<file path="src/rtl/count_sequencer.sv">
// count_sequencer: run controller for the shared loadable up-counter datapath.
// Accepts a run command over valid/ready, loads the counter, paces increments
// through a prescaler and stops (one-shot) or reloads (wrap mode) at the limit.
module count_sequencer #(
    parameter int WIDTH      = 8,
    parameter int PRESCALE_W = 8
) (
    input  logic                  clk,
    input  logic                  rst,
    input  logic                  start_valid,
    output logic                  start_ready,
    input  logic [WIDTH-1:0]      start_value,
    input  logic [WIDTH-1:0]      limit,
    input  logic [PRESCALE_W-1:0] prescale,
    input  logic                  mode_wrap,
    input  logic                  abort,
    output logic                  cnt_load,
    output logic [WIDTH-1:0]      cnt_load_value,
    output logic                  cnt_inc,
    input  logic [WIDTH-1:0]      cnt_value,
    output logic                  busy,
    output logic                  done,
    output logic [7:0]            wrap_count
);

    typedef enum logic [1:0] {
        S_IDLE,
        S_LOAD,
        S_RUN,
        S_DONE
    } state_t;

    state_t                state, state_next;
    logic [PRESCALE_W-1:0] pcnt, pcnt_next;
    logic [7:0]            wrap_cnt_q, wrap_cnt_next;

    // Command fields captured on accept; the live inputs are ignored mid-run.
    logic [WIDTH-1:0]      cap_start;
    logic [WIDTH-1:0]      cap_limit;
    logic [PRESCALE_W-1:0] cap_prescale;
    logic                  cap_wrap;

    logic accept;
    logic aborting;
    logic tick;
    logic at_limit;

    assign start_ready    = (state == S_IDLE) && !rst;
    assign accept         = start_valid && start_ready;
    assign aborting       = abort && (state != S_IDLE);
    assign tick           = (pcnt == cap_prescale);
    assign at_limit       = (cnt_value == cap_limit);
    assign busy           = (state != S_IDLE);
    assign cnt_load_value = cap_start;
    assign wrap_count     = wrap_cnt_q;

    // State register, prescale counter, wrap counter and command capture.
    always_ff @(posedge clk or posedge rst) begin
        if (rst) begin
            // NOTE: the capture registers are reset too, so cnt_load_value reads 0 out of reset.
            state        <= S_IDLE;
            pcnt         <= '0;
            wrap_cnt_q   <= '0;
            cap_start    <= '0;
            cap_limit    <= '0;
            cap_prescale <= '0;
            cap_wrap     <= 1'b0;
        end else begin
            // NOTE: non-blocking assignments so every register samples pre-edge values.
            state      <= state_next;
            pcnt       <= pcnt_next;
            wrap_cnt_q <= wrap_cnt_next;
            if (accept) begin
                cap_start    <= start_value;
                cap_limit    <= limit;
                cap_prescale <= prescale;
                cap_wrap     <= mode_wrap;
            end
        end
    end

    // Next-state, prescaler and datapath strobes; abort overrides the tick decision.
    always_comb begin
        // NOTE: defaults first so no path leaves a signal unassigned (no latches).
        state_next    = state;
        pcnt_next     = pcnt;
        wrap_cnt_next = wrap_cnt_q;
        cnt_load      = 1'b0;
        cnt_inc       = 1'b0;
        done          = 1'b0;

        case (state)
            S_IDLE: begin
                if (accept) begin
                    state_next    = S_LOAD;
                    wrap_cnt_next = '0;
                end
            end
            S_LOAD: begin
                cnt_load   = 1'b1;
                pcnt_next  = '0;
                state_next = S_RUN;
            end
            S_RUN: begin
                if (!tick) begin
                    pcnt_next = pcnt + 1'b1;
                end else begin
                    pcnt_next = '0;
                    if (!at_limit) begin
                        cnt_inc = 1'b1;
                    end else if (cap_wrap) begin
                        wrap_cnt_next = wrap_cnt_q + 8'd1;
                        state_next    = S_LOAD;
                    end else begin
                        state_next = S_DONE;
                    end
                end
            end
            S_DONE: begin
                done       = 1'b1;
                state_next = S_IDLE;
            end
            default: begin
                state_next = S_IDLE;
            end
        endcase

        // Abort gates the strobes in the same cycle and keeps the wrap count.
        if (aborting) begin
            state_next    = S_IDLE;
            pcnt_next     = '0;
            wrap_cnt_next = wrap_cnt_q;
            cnt_load      = 1'b0;
            cnt_inc       = 1'b0;
            done          = 1'b0;
        end
    end

endmodule

</file>
<file path="config.mk">
export PLATFORM = sky130hd
export DESIGN_NAME = count_sequencer
export DESIGN_NICKNAME = d
export VERILOG_FILES = /design/src/rtl/count_sequencer.sv
export SDC_FILE = /design/constraint.sdc
export NUM_CORES = 1
export LEC_CHECK = 0
export CORE_MARGIN = 2
export CORE_UTILIZATION = 35
export CTS_BUF_LIST = sky130_fd_sc_hd__clkbuf_2 sky130_fd_sc_hd__clkbuf_4 sky130_fd_sc_hd__clkbuf_8
export DETAILED_ROUTE_END_ITERATION = 8
export PLACE_DENSITY = 0.61
export SLEW_MARGIN = 20
export SYNTH_ARGS = -nofsm -noshare
export SYNTH_HDL_FRONTEND = slang
export SYNTH_SLANG_ARGS = --single-unit
</file>
<file path="constraint.sdc">
create_clock -name clk -period 1.9 [get_ports clk]
set_clock_uncertainty 0.2 [all_clocks]
set_input_delay 0.19 -clock clk [delete_from_list [all_inputs] [get_ports clk]]
set_output_delay 0.19 -clock clk [all_outputs]
set_load 0.1 [all_outputs]
</file>
**After elaboration in Yosys (flattened, before gate mapping)**

Index checks and enable logic that the tools add are counted.

- Flip-flop bits (word level): 43
- Latch bits: 0
- RAM bits: 0
- Bits in read-only memories: 0
- Output and inout bits: 21
- Word-level logic and storage cells: 54
- Memories kept: 0

- $add $sub $neg: 2
- Multipliers: 0
- Divide/modulo/power cells: 0
- Order comparisons: 0
- Equality and inequality tests: 12
- Shift operators: 0
- Mux-type cells: 22
- Bitwise gates (word level): 1
- Reductions and logical operators: 10

Operator list:

| operator | count |
|---|---|
| two-way mux 8 bit | 6 |
| one-hot mux 8 bit (2 select lines) | 2 |
| adder 8 x 1 -> 8 bit, second input constant | 2 |
| equality test 8 bit | 2 |
| two-way mux 2 bit | 5 |
| inequality test 3 bit, second input constant | 3 |
| two-way mux 1 bit | 8 |
| inequality test 2 bit, second input constant | 4 |
| one-hot mux 2 bit (4 select lines) | 1 |
| AND reduction 6 bit | 1 |
| equality test 2 bit, second input constant | 2 |
| nonzero test 2 bit | 2 |
| logical AND 1 bit | 3 |
| AND reduction 3 bit | 1 |
| nonzero test 3 bit | 1 |
| equality test 2 x 1 -> 1 bit, second input constant | 1 |
| zero test 2 bit | 1 |
| zero test 1 bit | 1 |
| NOT 1 bit | 1 |

**Logic depth before layout (Yosys ltp)**

- Depth after elaboration: 6
- Mapped depth: 6
- Gate-level depth less buffers: 6

**Worst setup path before layout**

OpenSTA, ideal clock, no wires.

- Kind: register to register
- Start point: reg state[1]
- End point: reg wrap_cnt_q[6] (netlist: wrap_count[6])
- Library setup time: 0.079 ns
- Data arrival time: 3.628 ns
- Required time: 1.621 ns
- Slack: -2.008 ns
- Cell stages (with the launch flop): 7
- Path buffers: 1
- Path through: dfrtp_1 -> nor3_1 -> and2_1 -> clkbuf_1 -> nor2_1 -> nor4_1 -> mux2i_1

- Word-level cells in the longest chain between the ends: 5

RTL lines:

| what | RTL line | source |
|---|---|---|
| from (decl) | 33 | `state_t state, state_next;` |
| from (signal assigned) | 70 | `state <= state_next;` |
| zero test 2 bit | 48 | `assign start_ready = (state == S_IDLE) && !rst;` |
| logical AND 1 bit | 48 |  |
| via start_ready | 11 | `output logic start_ready,` |
| logical AND 1 bit | 49 | `assign accept = start_valid && start_ready;` |
| inequality test 2 bit (no line) | - |  |
| AND reduction 6 bit (no line) | - |  |
| to (signal assigned) | 72 | `wrap_cnt_q <= wrap_cnt_next;` |
| to (decl) | 35 | `logic [7:0] wrap_cnt_q, wrap_cnt_next;` |

The timed path passes the listed nets, and every way through them passes these cells.
A chain may end at the register's enable or synchronous reset.

**Worst setup path after layout**

- Start point: reg pcnt[0]
- End point: out cnt_inc

- Word-level cells in the longest chain between the ends: 4

RTL lines:

| what | RTL line | source |
|---|---|---|
| from (decl) | 34 | `logic [PRESCALE_W-1:0] pcnt, pcnt_next;` |
| from (signal assigned) | 71 | `pcnt <= pcnt_next;` |
| equality test 8 bit | 51 | `assign tick = (pcnt == cap_prescale);` |
| two-way mux 1 bit | 105 | `if (!tick) begin` |
| two-way mux 1 bit | 92 | `case (state)` |
| two-way mux 1 bit | 129 | `if (aborting) begin` |
| to (decl) | 19 | `output logic cnt_inc,` |

Every way passes these cells.

==> flow_summary_export.csv <==
group,metric,value,unit
setup_path,start_kind,"flip-flop",
clock_tree,clk_latency,0.30,ns
logic_synthesis,netlist_instances,231,
finish,seq_area,1085,um^2
run_status,failed_checks,"negative setup slack",
setup_path,cp_slowest_stage_delay,0.39,ns
clock_tree,cts_tree,"done",
power_and_ir_drop,leakage,1.610,nW
power_and_ir_drop,ir_drop,774.6,uV
global_routing,grt_pass1_wl,8763,um
floorplan,die_height,81.48,um
logic_synthesis,synth_edf_count,0,
detailed_routing,routed_via_density,4.794,
global_routing,grt_use_total,17.19,%
detailed_routing,drt-pass1-iter-count,4,
finish,layout_commonest_cell,"nand2_1",
floorplan,core_area,5851,um^2
clock_tree,ctsHtreeMaxLevel,2,
detailed_routing,vias,1908,
job,max_cap_viol_count,0,
floorplan,start_util,35.91,%
timing,slew_headroom,78.62,%
global_routing,grt_start_max_net_pins,44,
setup_path,cp_slowest_cell,"dfrtp_1",
timing,hold_viol,0,
detailed_routing,wirelength,5167,um
placement,dp_hpwl,3670,um
floorplan,rows,28,
logic_synthesis,syn_area_per_cell,9.094,um^2
timing,min_period_over_period,121.8,%
power_and_ir_drop,powerDensity,1082,nW/um^2
timing,fin_ws,-0.4146,ns
setup_path,path_class,"flip-flop to primary output",
global_routing,grt_pass1_vias,1895,
setup_path,cp_common_cell,"buf_4",
finish,area_growth,63.37,%
detailed_routing,drt_iter0_drc,64,
finish,multiInputGateArea,1144,um^2
detailed_routing,ant_nets,0,
clock_tree,cts_sinks,43,
setup_path,critPathMaxFanout,2,
finish,fin_area,3432,um^2
clock_tree,cts_root_buf,"clkbuf_8",
logic_synthesis,synth_seq_area_share,51.22,%
global_routing,grt-ovfl-total,0,
floorplan,die-area,6638,um^2
hold_path,hold_class,"input pin to async pin",
run_status,status,"complete, but fails checks",
logic_synthesis,synth_area,2101,um^2
finish,fillCellCount,513,
timing,finalCriticalPeriod,2.315,ns
placement,io_buffers,57,
logic_synthesis,synthArstFlopShare,100.0,%
logic_synthesis,yosys_warnings,0,
clock_tree,cts_inserted_buffers,5,
timing,setup_viol,12,
floorplan,io_pins,58,
finish,drive_gt1_share,31.27,%
finish,fin_util,58.66,%
setup_path,crit_path_end_kind,"primary output",
timing,tightestPinTransition,0.3180,ns
placement,place_congestion,0.8309,
finish,antenna_cells,0,
timing,fmax,432.0,MHz
detailed_routing,avgRoutedWirePerCell,12.98,um
logic_synthesis,synthFlopType,"dfrtp_1",
setup_path,worstPathArrival,1.92,ns
placement,place_ws,-0.5572,ns
detailed_routing,drc,0,
timing,rsz0062_at_grt,"true",
global_routing,antenna_found_initial,0,
logic_synthesis,synthesis.nets,270,
logic_synthesis,ys_ff_latch,43,
setup_path,cp_cell_sequence,"xor2_1 > nor4_2 > buf_4 > buf_4 > nand2_1 > a211oi_4 > buf_12",
finish,layout_common_cells,"nand2_1, buf_4, dfrtp_1, clkdlybuf4s50_1, xor2_1",
clock_tree,clockBufferDepth,2,
placement,placed_area,3159,um^2
timing,slew_violations,0,
floorplan,die_w,81.48,um
clock_tree,clkTransAtPathRegs,0.09,ns
setup_path,required,1.51,ns
finish,layout.nets,361,
logic_synthesis,ys_types,38,
[power breakdown]
part / total (mW) / internal, mW / switching [mW]
logic: 1.80 / 0.660 / 1.14
registers: 1.32 / 1.15 / 0.172
clock network: 0.592 / 0.271 / 0.320
total: 3.71 / 2.08 / 1.63
[metal layers]
layer / track usage, % / routed length (um) / vias up / part of all wire (%)
met2: 28.36 / 2490 / 51 / 48
met4: 5.593 / 64 / 0 / 1.2
li1: - / - / 955 / -
met5: 0 / 0 / - / 0
met1: 22.40 / 2348 / 895 / 45
met3: 3.846 / 263 / 7 / 5.1
[Yosys cell counts, types with 2 or more instances]
library cell   n  area [um^2]
inv_1          4        15.01
clkbuf_1       8        30.03
nand2_1       81        304.0
ha_1           2        25.02
nor3_1         3        15.01
o311ai_0       2        17.52
nor2b_1        2        12.51
o211ai_1       2        15.01
nor2_1         7        26.28
a31oi_1        3        18.77
nor4_1         3        18.77
o41ai_1        2        17.52
xor2_1        17        148.9
and3_1         2        12.51
mux2i_1        4        40.04
nand2b_1       6        37.54
a211oi_1       2        15.01
nand3_1        7        35.03
and2_1         2        12.51
nor4_2         2        25.02
nand4_1        2        12.51
o21ai_0        3        15.01
dfrtp_1       43         1076
a21oi_1        6        30.03
a22o_1         3        26.28
[area by class of cell]
| cell class | count | area share, % |
|---|---|---|
| well taps | 75 | 2.734 |
| clock inverters | 2 | 0.3646 |
| clock buffers | 6 | 2.224 |
| repair buffers | 94 | 29.31 |
| flip-flops and latches | 43 | 31.61 |
| multi-input cells | 174 | 33.32 |
| inverters | 4 | 0.4375 |
[critical path, delay by kind of cell, from the launching register on]
kind / cells / cell delay (ns)
simple gates: 2 / 0.37
xor+xnor: 1 / 0.17
flops: 1 / 0.39
compound gates: 1 / 0.23
buf+inv: 3 / 0.47
[cells by family after synthesis]
family | count (synthesis) | synth area share (%)
flip-flops | 43 | 51.22
buffers and inverters | 14 | 2.560
AO/OA/AOI/OAI | 27 | 8.994
AND/OR/NAND/NOR | 124 | 27.04
adder cells (fa/ha/maj) | 2 | 1.191
multiplexers | 4 | 1.906
XOR/XNOR | 17 | 7.087
[metrics by stage]
stage                     hold WS, ns  setup TNS [ns]  instances  total power, mW
final                          0.1965          -2.008        398            3.713
after global routing           0.2160          -3.673        398            3.950
after CTS                      0.1972          -2.295        395            3.728
after detailed placement       0.2631          -6.300        383            3.095
after global placement         0.2631          -6.253        383            3.069
after floorplan               0.09544          -10.19        231            2.482
[final timing paths]
path                                   start                end  slack (ns)  depth (start not counted)
max                                  pcnt[0]            cnt_inc       -0.41                          7
min                                      rst      wrap_count[7]        0.20                          4
max reg2reg                     cap_limit[4]      wrap_count[1]       -0.24                          7
min reg2reg                cnt_load_value[0]  cnt_load_value[0]        0.28                          2
max in group asynchronous                rst       cap_limit[1]        1.09                          4
min in group clk                 prescale[1]    cap_prescale[1]        0.21                          3
[what timing repair did]
item                                    in CTS  in global routing
endpoints found under the setup margin      16                 19
setup buffers                                4                  3
cloned                                       0                  0
pin swaps                                    8                  4
hold buffers                                 0                  0
resized for setup                           24                  6
[state kept, by name, indices dropped and copies added (netlist names)]
signal          cells
cap_limit           8
cap_prescale        8
cap_wrap            1
cnt_load_value      8
pcnt                8
state               2
wrap_count          8
Power figures use the tool's default switching activity.
